--- src/rtl/zigzag_scan_4x4.sv ---
// Zigzag reordering of a captured 4x4 quantized block into a 16-beat valid/ready stream,
// with a nonzero-coefficient count registered alongside the buffer.
module zigzag_scan_4x4 #(
  parameter int unsigned BIT_LENGTH = 15
) (
  input  logic                  clk,
  input  logic                  reset,
  input  logic                  enable,
  input  logic                  in_valid,
  input  logic [BIT_LENGTH:0]   coeffs [16],
  output logic                  in_ready,
  output logic                  out_valid,
  input  logic                  out_ready,
  output logic [BIT_LENGTH:0]   out_coeff,
  output logic [3:0]            out_index,
  output logic                  out_last,
  output logic [4:0]            total_coeff,
  output logic                  zero_block
);

  localparam int unsigned NUM_COEFFS = 16;
  localparam int unsigned CNT_W      = 4;
  localparam int unsigned TOTAL_W    = 5;

  typedef enum logic {IDLE, SCAN} state_t;

  state_t                 state;
  state_t                 state_nxt;
  logic [BIT_LENGTH:0]    buffer [NUM_COEFFS];
  logic [CNT_W-1:0]       cnt;
  logic                   xfer;
  logic                   last_xfer;
  logic                   capture;
  logic [TOTAL_W-1:0]     nz_count;

  // Raster position of each zigzag scan position.
  function automatic logic [CNT_W-1:0] zz_pos(input logic [CNT_W-1:0] k);
    case (k)
      4'd0:    zz_pos = 4'd0;
      4'd1:    zz_pos = 4'd1;
      4'd2:    zz_pos = 4'd4;
      4'd3:    zz_pos = 4'd8;
      4'd4:    zz_pos = 4'd5;
      4'd5:    zz_pos = 4'd2;
      4'd6:    zz_pos = 4'd3;
      4'd7:    zz_pos = 4'd6;
      4'd8:    zz_pos = 4'd9;
      4'd9:    zz_pos = 4'd12;
      4'd10:   zz_pos = 4'd13;
      4'd11:   zz_pos = 4'd10;
      4'd12:   zz_pos = 4'd7;
      4'd13:   zz_pos = 4'd11;
      4'd14:   zz_pos = 4'd14;
      default: zz_pos = 4'd15;
    endcase
  endfunction

  always_ff @(posedge clk or posedge reset) begin
    if (reset) state <= IDLE;
    else       state <= state_nxt;
  end

  // Handshakes and next state; the last-beat cycle also accepts a new block.
  always_comb begin
    state_nxt = state;
    xfer      = 1'b0;
    last_xfer = 1'b0;
    in_ready  = 1'b0;
    out_valid = 1'b0;
    capture   = 1'b0;
    case (state)
      IDLE: begin
        in_ready = enable && !reset;
      end
      SCAN: begin
        out_valid = enable && !reset;
        xfer      = out_valid && out_ready;
        last_xfer = xfer && (cnt == CNT_W'(NUM_COEFFS - 1));
        in_ready  = last_xfer;
        if (last_xfer) state_nxt = IDLE;
      end
      default: state_nxt = IDLE;
    endcase
    capture = in_ready && in_valid;
    if (capture) state_nxt = SCAN;
  end

  always_comb begin
    nz_count = '0;
    for (int i = 0; i < int'(NUM_COEFFS); i++)
      nz_count = nz_count + TOTAL_W'(coeffs[i] != '0);
  end

  always_ff @(posedge clk or posedge reset) begin
    if (reset) begin
      cnt         <= '0;
      total_coeff <= '0;
      for (int i = 0; i < int'(NUM_COEFFS); i++) buffer[i] <= '0;
    end else if (capture) begin
      cnt         <= '0;
      total_coeff <= nz_count;
      for (int i = 0; i < int'(NUM_COEFFS); i++) buffer[i] <= coeffs[i];
    end else if (xfer) begin
      cnt <= cnt + CNT_W'(1);
    end
  end

  assign out_coeff  = buffer[zz_pos(cnt)];
  assign out_index  = cnt;
  assign out_last   = (state == SCAN) && (cnt == CNT_W'(NUM_COEFFS - 1));
  assign zero_block = (total_coeff == '0);

endmodule

--- config.mk ---
export PLATFORM = sky130hd
export DESIGN_NAME = zigzag_scan_4x4
export DESIGN_NICKNAME = d
export VERILOG_FILES = /design/src/rtl/zigzag_scan_4x4.sv
export SDC_FILE = /design/constraint.sdc
export NUM_CORES = 1
export LEC_CHECK = 0
export BUFFER_PORTS_ARGS = -buffer_cell sky130_fd_sc_hd__buf_2
export CAP_MARGIN = 10
export CORE_MARGIN = 10
export CORE_UTILIZATION = 59
export CTS_CLUSTER_SIZE = 16
export DETAILED_ROUTE_END_ITERATION = 7
export PLACE_DENSITY = 0.95
export SYNTH_ARGS = -nofsm -noshare
export SYNTH_HDL_FRONTEND = slang
export SYNTH_SLANG_ARGS = --single-unit
--- constraint.sdc ---
create_clock -name clk -period 13.3 [get_ports clk]
set_input_delay 0 -clock clk [delete_from_list [all_inputs] [get_ports clk]]
set_output_delay 0 -clock clk [all_outputs]
set_load 0.1 [all_outputs]
## Word level (Yosys, flattened, before mapping)

Memory sizes are Yosys's and may differ from the RTL's.
Cells that the tools add are included.

| operators by class | value |
|---|---|
| $add $sub $neg | 16 |
| multipliers | 0 |
| divide/modulo/power cells | 0 |
| $lt $le $gt $ge | 1 |
| equal/unequal tests | 1 |
| shift-type cells | 0 |
| multiplexer cells | 11 |
| bitwise operators | 2 |
| reductions and logical operators | 24 |

Operators with widths:

| cell | count |
|---|---|
| 16-bit nonzero test | 16 |
| 16-bit binary-select mux with 4-bit select | 1 |
| 5-bit by 1-bit adder with 5-bit output | 11 |
| 16-bit two-way mux | 2 |
| 4-bit two-way mux | 2 |
| 4-bit by 1-bit adder with 5-bit output | 1 |
| 5-bit greater-or-equal comparator (second input constant) | 1 |
| 1-bit logical AND | 5 |
| 5-bit zero test | 1 |
| 1-bit two-way mux | 5 |
| 4-bit inverter with 5-bit output | 1 |
| 3-bit by 1-bit adder with 4-bit output | 1 |
| 4-bit by 1-bit adder with 4-bit output (second input constant) | 1 |
| 4-bit equality test (second input constant) | 1 |
| 2-bit by 1-bit adder with 3-bit output | 1 |
| 1-bit by 1-bit adder with 2-bit output | 1 |
| 1-bit one-hot mux with 2 select lines | 1 |
| 2-bit nonzero test | 1 |
| 1-bit zero test | 1 |
| 1-bit inverter | 1 |

| word-level totals | value |
|---|---|
| register bits after elaboration | 266 |
| latch bits | 0 |
| memory bits (writable) | 0 |
| bits in read-only memories | 64 |
| output and inout bits | 29 |
| word-level logic and storage cells | 75 |
| memories | 1 |

Memories:

| name | depth | bits a word | rd ports | clocked after Yosys merged registers in | wr ports | line | text |
|---|---|---|---|---|---|---|---|
| (name not given) | 16 | 4 | 1 | 0 | 0 | 38 | `case (k)` |

## Depth between registers and ports, before layout

| logic depth | value |
|---|---|
| word-level depth | 16 |
| gate-level depth with buffers | 15 |
| gate-level depth less buffers | 15 |

## Worst setup path before layout

No wires, ideal clock.

| path | value |
|---|---|
| kind | in2out |
| start | input port reset |
| end | output port in_ready |
| data arrival time | 7.508 ns |
| setup slack | 5.792 ns |
| stages | 3 |
| path buffers | 0 |
| cells stage by stage | inv_1 nand2_1 a21oi_1 |

| between the ends | value |
|---|---|
| longest elaborated chain between the ends | 5 |

Ends and longest elaborated chain:

| item | line | text |
|---|---|---|
| from (decl) | 7 | `input logic reset,` |
| 1-bit zero test (no line) * | n/a |  |
| 1-bit logical AND * | 73, 76 |  |
| 1-bit logical AND | 77 | `xfer = out_valid && out_ready;` |
| 1-bit logical AND | 78 | `last_xfer = xfer && (cnt == CNT_W'(NUM_COEFFS - 1));` |
| 1-bit one-hot mux with 2 select lines * | 71 | `case (state)` |
| to (decl) | 11 | `output logic in_ready,` |

Mark *: on every way between the ends. The rest lies on a longest branch, timed or not.

## Worst setup path after layout

| path | value |
|---|---|
| start | register cnt[0], in the netlist out_index[0] |
| end | output port out_coeff[3] |

| between the ends | value |
|---|---|
| longest elaborated chain between the ends | 5 |

Ends and longest elaborated chain:

| item | line | text |
|---|---|---|
| from (decl) | 30 | `logic [CNT_W-1:0] cnt;` |
| from (signal assigned) | 104 | `cnt <= cnt + CNT_W'(1);` |
| memory read 16 x 4 bit | n/a |  |
| 4-bit inverter with 5-bit output (implied by the code) | 108 | `assign out_coeff = buffer[zz_pos(cnt)];` |
| 16-bit binary-select mux with 4-bit select | 108 |  |
| 16-bit two-way mux (implied by the code) (2 in series) | 108 |  |
| to (decl) | 14 | `output logic [BIT_LENGTH:0] out_coeff,` |

No other way between the ends. The select of a mux whose other input is x is not followed.

==> results.yml <==
setup_path:
  crit_path_end: "out_coeff[3]"
  reg2reg_slack_ns: 9.25
  crit_arrival_ns: 4.59
  crit_required_ns: 13.30
  critPathKind: "reg -> out"
  reg2regPathDepth: 7
  endpoint_kind: "output pin"
  timing.rr.start: "out_index[0]$_DFFE_PP0P_"
  worstPathMaxFanout: 27
  cp-startpoint: "out_index[0]$_DFFE_PP0P_"
  r2r-end: "buffer[121]$_DFFE_PP0P_"
  critPathLaunchType: "register"
clocking:
  clock_sinks: 266
  clkTransAtPathRegs_ns: 0.06
  cts_buffers: 28
  cts_resized: 0
  postCtsSetupBuffers: 0
  cts_tree: "done"
  htreeDepth: 1
  clock-root-buffer: "clkbuf_16"
  ctsLongestPathBuffers: 3
  worstSkewPairLatency_ns: 0.56
sta:
  layout_worst_path_cycle_share_pct: 34.5
  tightest_slew_ns: 1.17
  min_period_ns: 4.59
  rsz0062_at_grt: "false"
  hold_viol_final: 0
  drv_slew: 0
  finClkSkew_ns: 0.0166
  slew-limit-headroom_pct: 21.9
  setup_viol: 0
  timing.setup.tns_ns: 0
  max_freq_mhz: 218
outcome:
  violations: "DRC"
  status: "complete, but fails checks"
pwr:
  pwr_density_cell_nw_per_um2: 228
  leakagePower_nw: 9.55
  ir_drop_uv: 389
logic_synthesis:
  yosysWarnings: 0
  async_flop_share_pct: 100
  yosys-top-cells-area: "dfrtp_1 49%, nand2_1 26%, mux2i_1 3.3%"
  synth_nets: 1953
  netlist_area_um2: 13500
  yosysTopAreaCellShare_pct: 49.3
  synth_cell_types: 47
  yosysMostFrequentCell: "nand2_1"
  synth_common_cells: "932 x nand2_1, 266 x dfrtp_1, 66 x nor4_1, 47 x clkbuf_1, 45 x mux2i_1"
  synthCells: 1669
  yosys.area.top_type: "dfrtp_1"
  yosysSeqAreaShare_pct: 49.3
  syn_avg_cell_area_um2: 8.09
  ys_seq_elements: 266
  ys.flop_type: "dfrtp_1"
  synth-edff-count: 0
global_routing:
  overflow: 0
  grt_max_degree: 262
  grt_pass1_wl_um: 87300
  grt_usage_pct: 38.5
  grt_pass1_vias: 15400
  antenna_found_initial: 8
placed_design:
  dp_hpwl_um: 34000
  place.gp.congestion: 0.971
  post_dp_cell_area_um2: 14900
  io_buffers: 289
floorplanning:
  start_util_pct: 59.8
  rows: 55
  pin_count: 290
  die_w_um: 171
  fp.coreArea_um2: 22600
  die_h_um: 171
  die_area_um2: 29300
finish:
  design_area_um2: 18400
  fillerInstances: 1247
  syn_to_final_growth_pct: 36.5
  finalNetCount: 2443
  drive_gt1_share_pct: 16.8
routing:
  num_vias: 15300
  viasPerCell: 6.17
  route.detailed.drc: 5
  wl_per_cell_um: 23.3
  wirelength_um: 57600
  drt_first_pass_iters: 8
  dr.first_iter.drc_count: 2452
  ant_nets: 0
run:
  drv_cap: 0
min_path:
  hold_class: "in -> reg"
worst min path at each step:
stage                start                 endpoint  slack, ns  depth (start not counted)
2_1_floorplan    coeffs[0]    buffer[0]$_DFFE_PP0P_       0.11                          2
3_3_place_gp   coeffs[254]  buffer[254]$_DFFE_PP0P_       0.21                          3
3_5_place_dp    coeffs[33]   buffer[33]$_DFFE_PP0P_       0.21                          3
4_1_cts        coeffs[243]  buffer[243]$_DFFE_PP0P_       0.19                          4
5_1_grt         coeffs[68]   buffer[68]$_DFFE_PP0P_       0.23                          4
6_report       coeffs[158]  buffer[158]$_DFFE_PP0P_       0.19                          4
cell usage in the layout (no fill, tap or decap), types with 4 or more instances in the layout:
cell type / n
a211oi_1: 32
a21oi_1: 15
a31oi_1: 11
a32o_1: 28
and3_1: 14
and4_1: 6
buf_2: 289
buf_4: 8
clkbuf_1: 5
clkbuf_16: 29
clkbuf_8: 5
clkinv_2: 6
dfrtp_1: 266
diode_2: 10
dlygate4sd3_1: 261
fa_1: 10
ha_1: 13
inv_1: 18
mux2i_1: 45
nand2_1: 932
nand3_1: 43
nand4_1: 12
nor2_1: 7
nor2b_1: 4
nor4_1: 66
o21ai_0: 6
cell type report:
| cell class | instances | area [um2] | share of cell area (%) |
|---|---|---|---|
| clock inverters | 11 | 91.3 | 0.495 |
| inverters | 19 | 78.8 | 0.427 |
| multi-input cells | 1285 | 6280 | 34.1 |
| well taps | 285 | 357 | 1.93 |
| diodes | 10 | 25.0 | 0.136 |
| clock buffers | 39 | 813 | 4.41 |
| repair buffers | 559 | 4140 | 22.4 |
| flip-flops and latches | 266 | 6660 | 36.1 |
report_power, final:
| part | switching [mW] | leakage [nW] | internal (mW) | total, mW |
|---|---|---|---|---|
| Sequential | 0.141 | 3.41 | 1.01 | 1.15 |
| Combinational | 1.74 | 5.70 | 0.540 | 2.28 |
| Clock | 0.342 | 0.441 | 0.445 | 0.787 |
stage by stage:
stage	hold WS (ns)	cells	power (mW)	util (%)	setup WS, ns
6_report	0.189	2474	4.21	81.7	8.71
2_1_floorplan	0.105	1669	2.77	-	5.79
5_1_grt	0.227	2472	4.34	81.7	8.51
3_3_place_gp	0.207	2153	3.22	66.0	8.98
3_5_place_dp	0.213	2153	3.25	66.0	8.94
4_1_cts	0.187	2464	4.09	81.6	8.89
what timing repair did:
action,CTS,global route
hold buffers,261,0
endpoints found under the setup margin,0,0
hold endpoints to repair,394,0
critical path: stages, from the launching register on:
cell	delay (ns)
dfrtp_1	0.51
inv_1	0.18
ha_1	0.30
nand3_1	0.36
and2_1	0.98
nand2_1	0.26
nand3_1	0.21
a31oi_1	0.23
a211oi_1	0.50
buf_2	0.51
routing by layer:
metal,track usage (%),vias up,share of wire (%)
met3,12.1,353,12
met4,27.1,0,8.2
li1,-,6464,-
met2,60.9,1339,46
met5,0,-,0
met1,43.6,7109,34
cell families after synthesis:
| family | after synthesis | share of synthesized area, % |
|---|---|---|
| simple gates | 1105 | 33.8 |
| flops | 266 | 49.3 |
| buf+inv | 118 | 4.38 |
| compound gates | 107 | 6.24 |
| mux | 45 | 3.33 |
| fa+ha+maj | 23 | 2.69 |
| xor+xnor | 5 | 0.324 |
state kept, by name, summed over array words and instances (netlist names):
name / count
out_index: 4
buffer: 256
total_coeff: 5
state: 1
No activity file was read; power rests on OpenSTA's default activity.
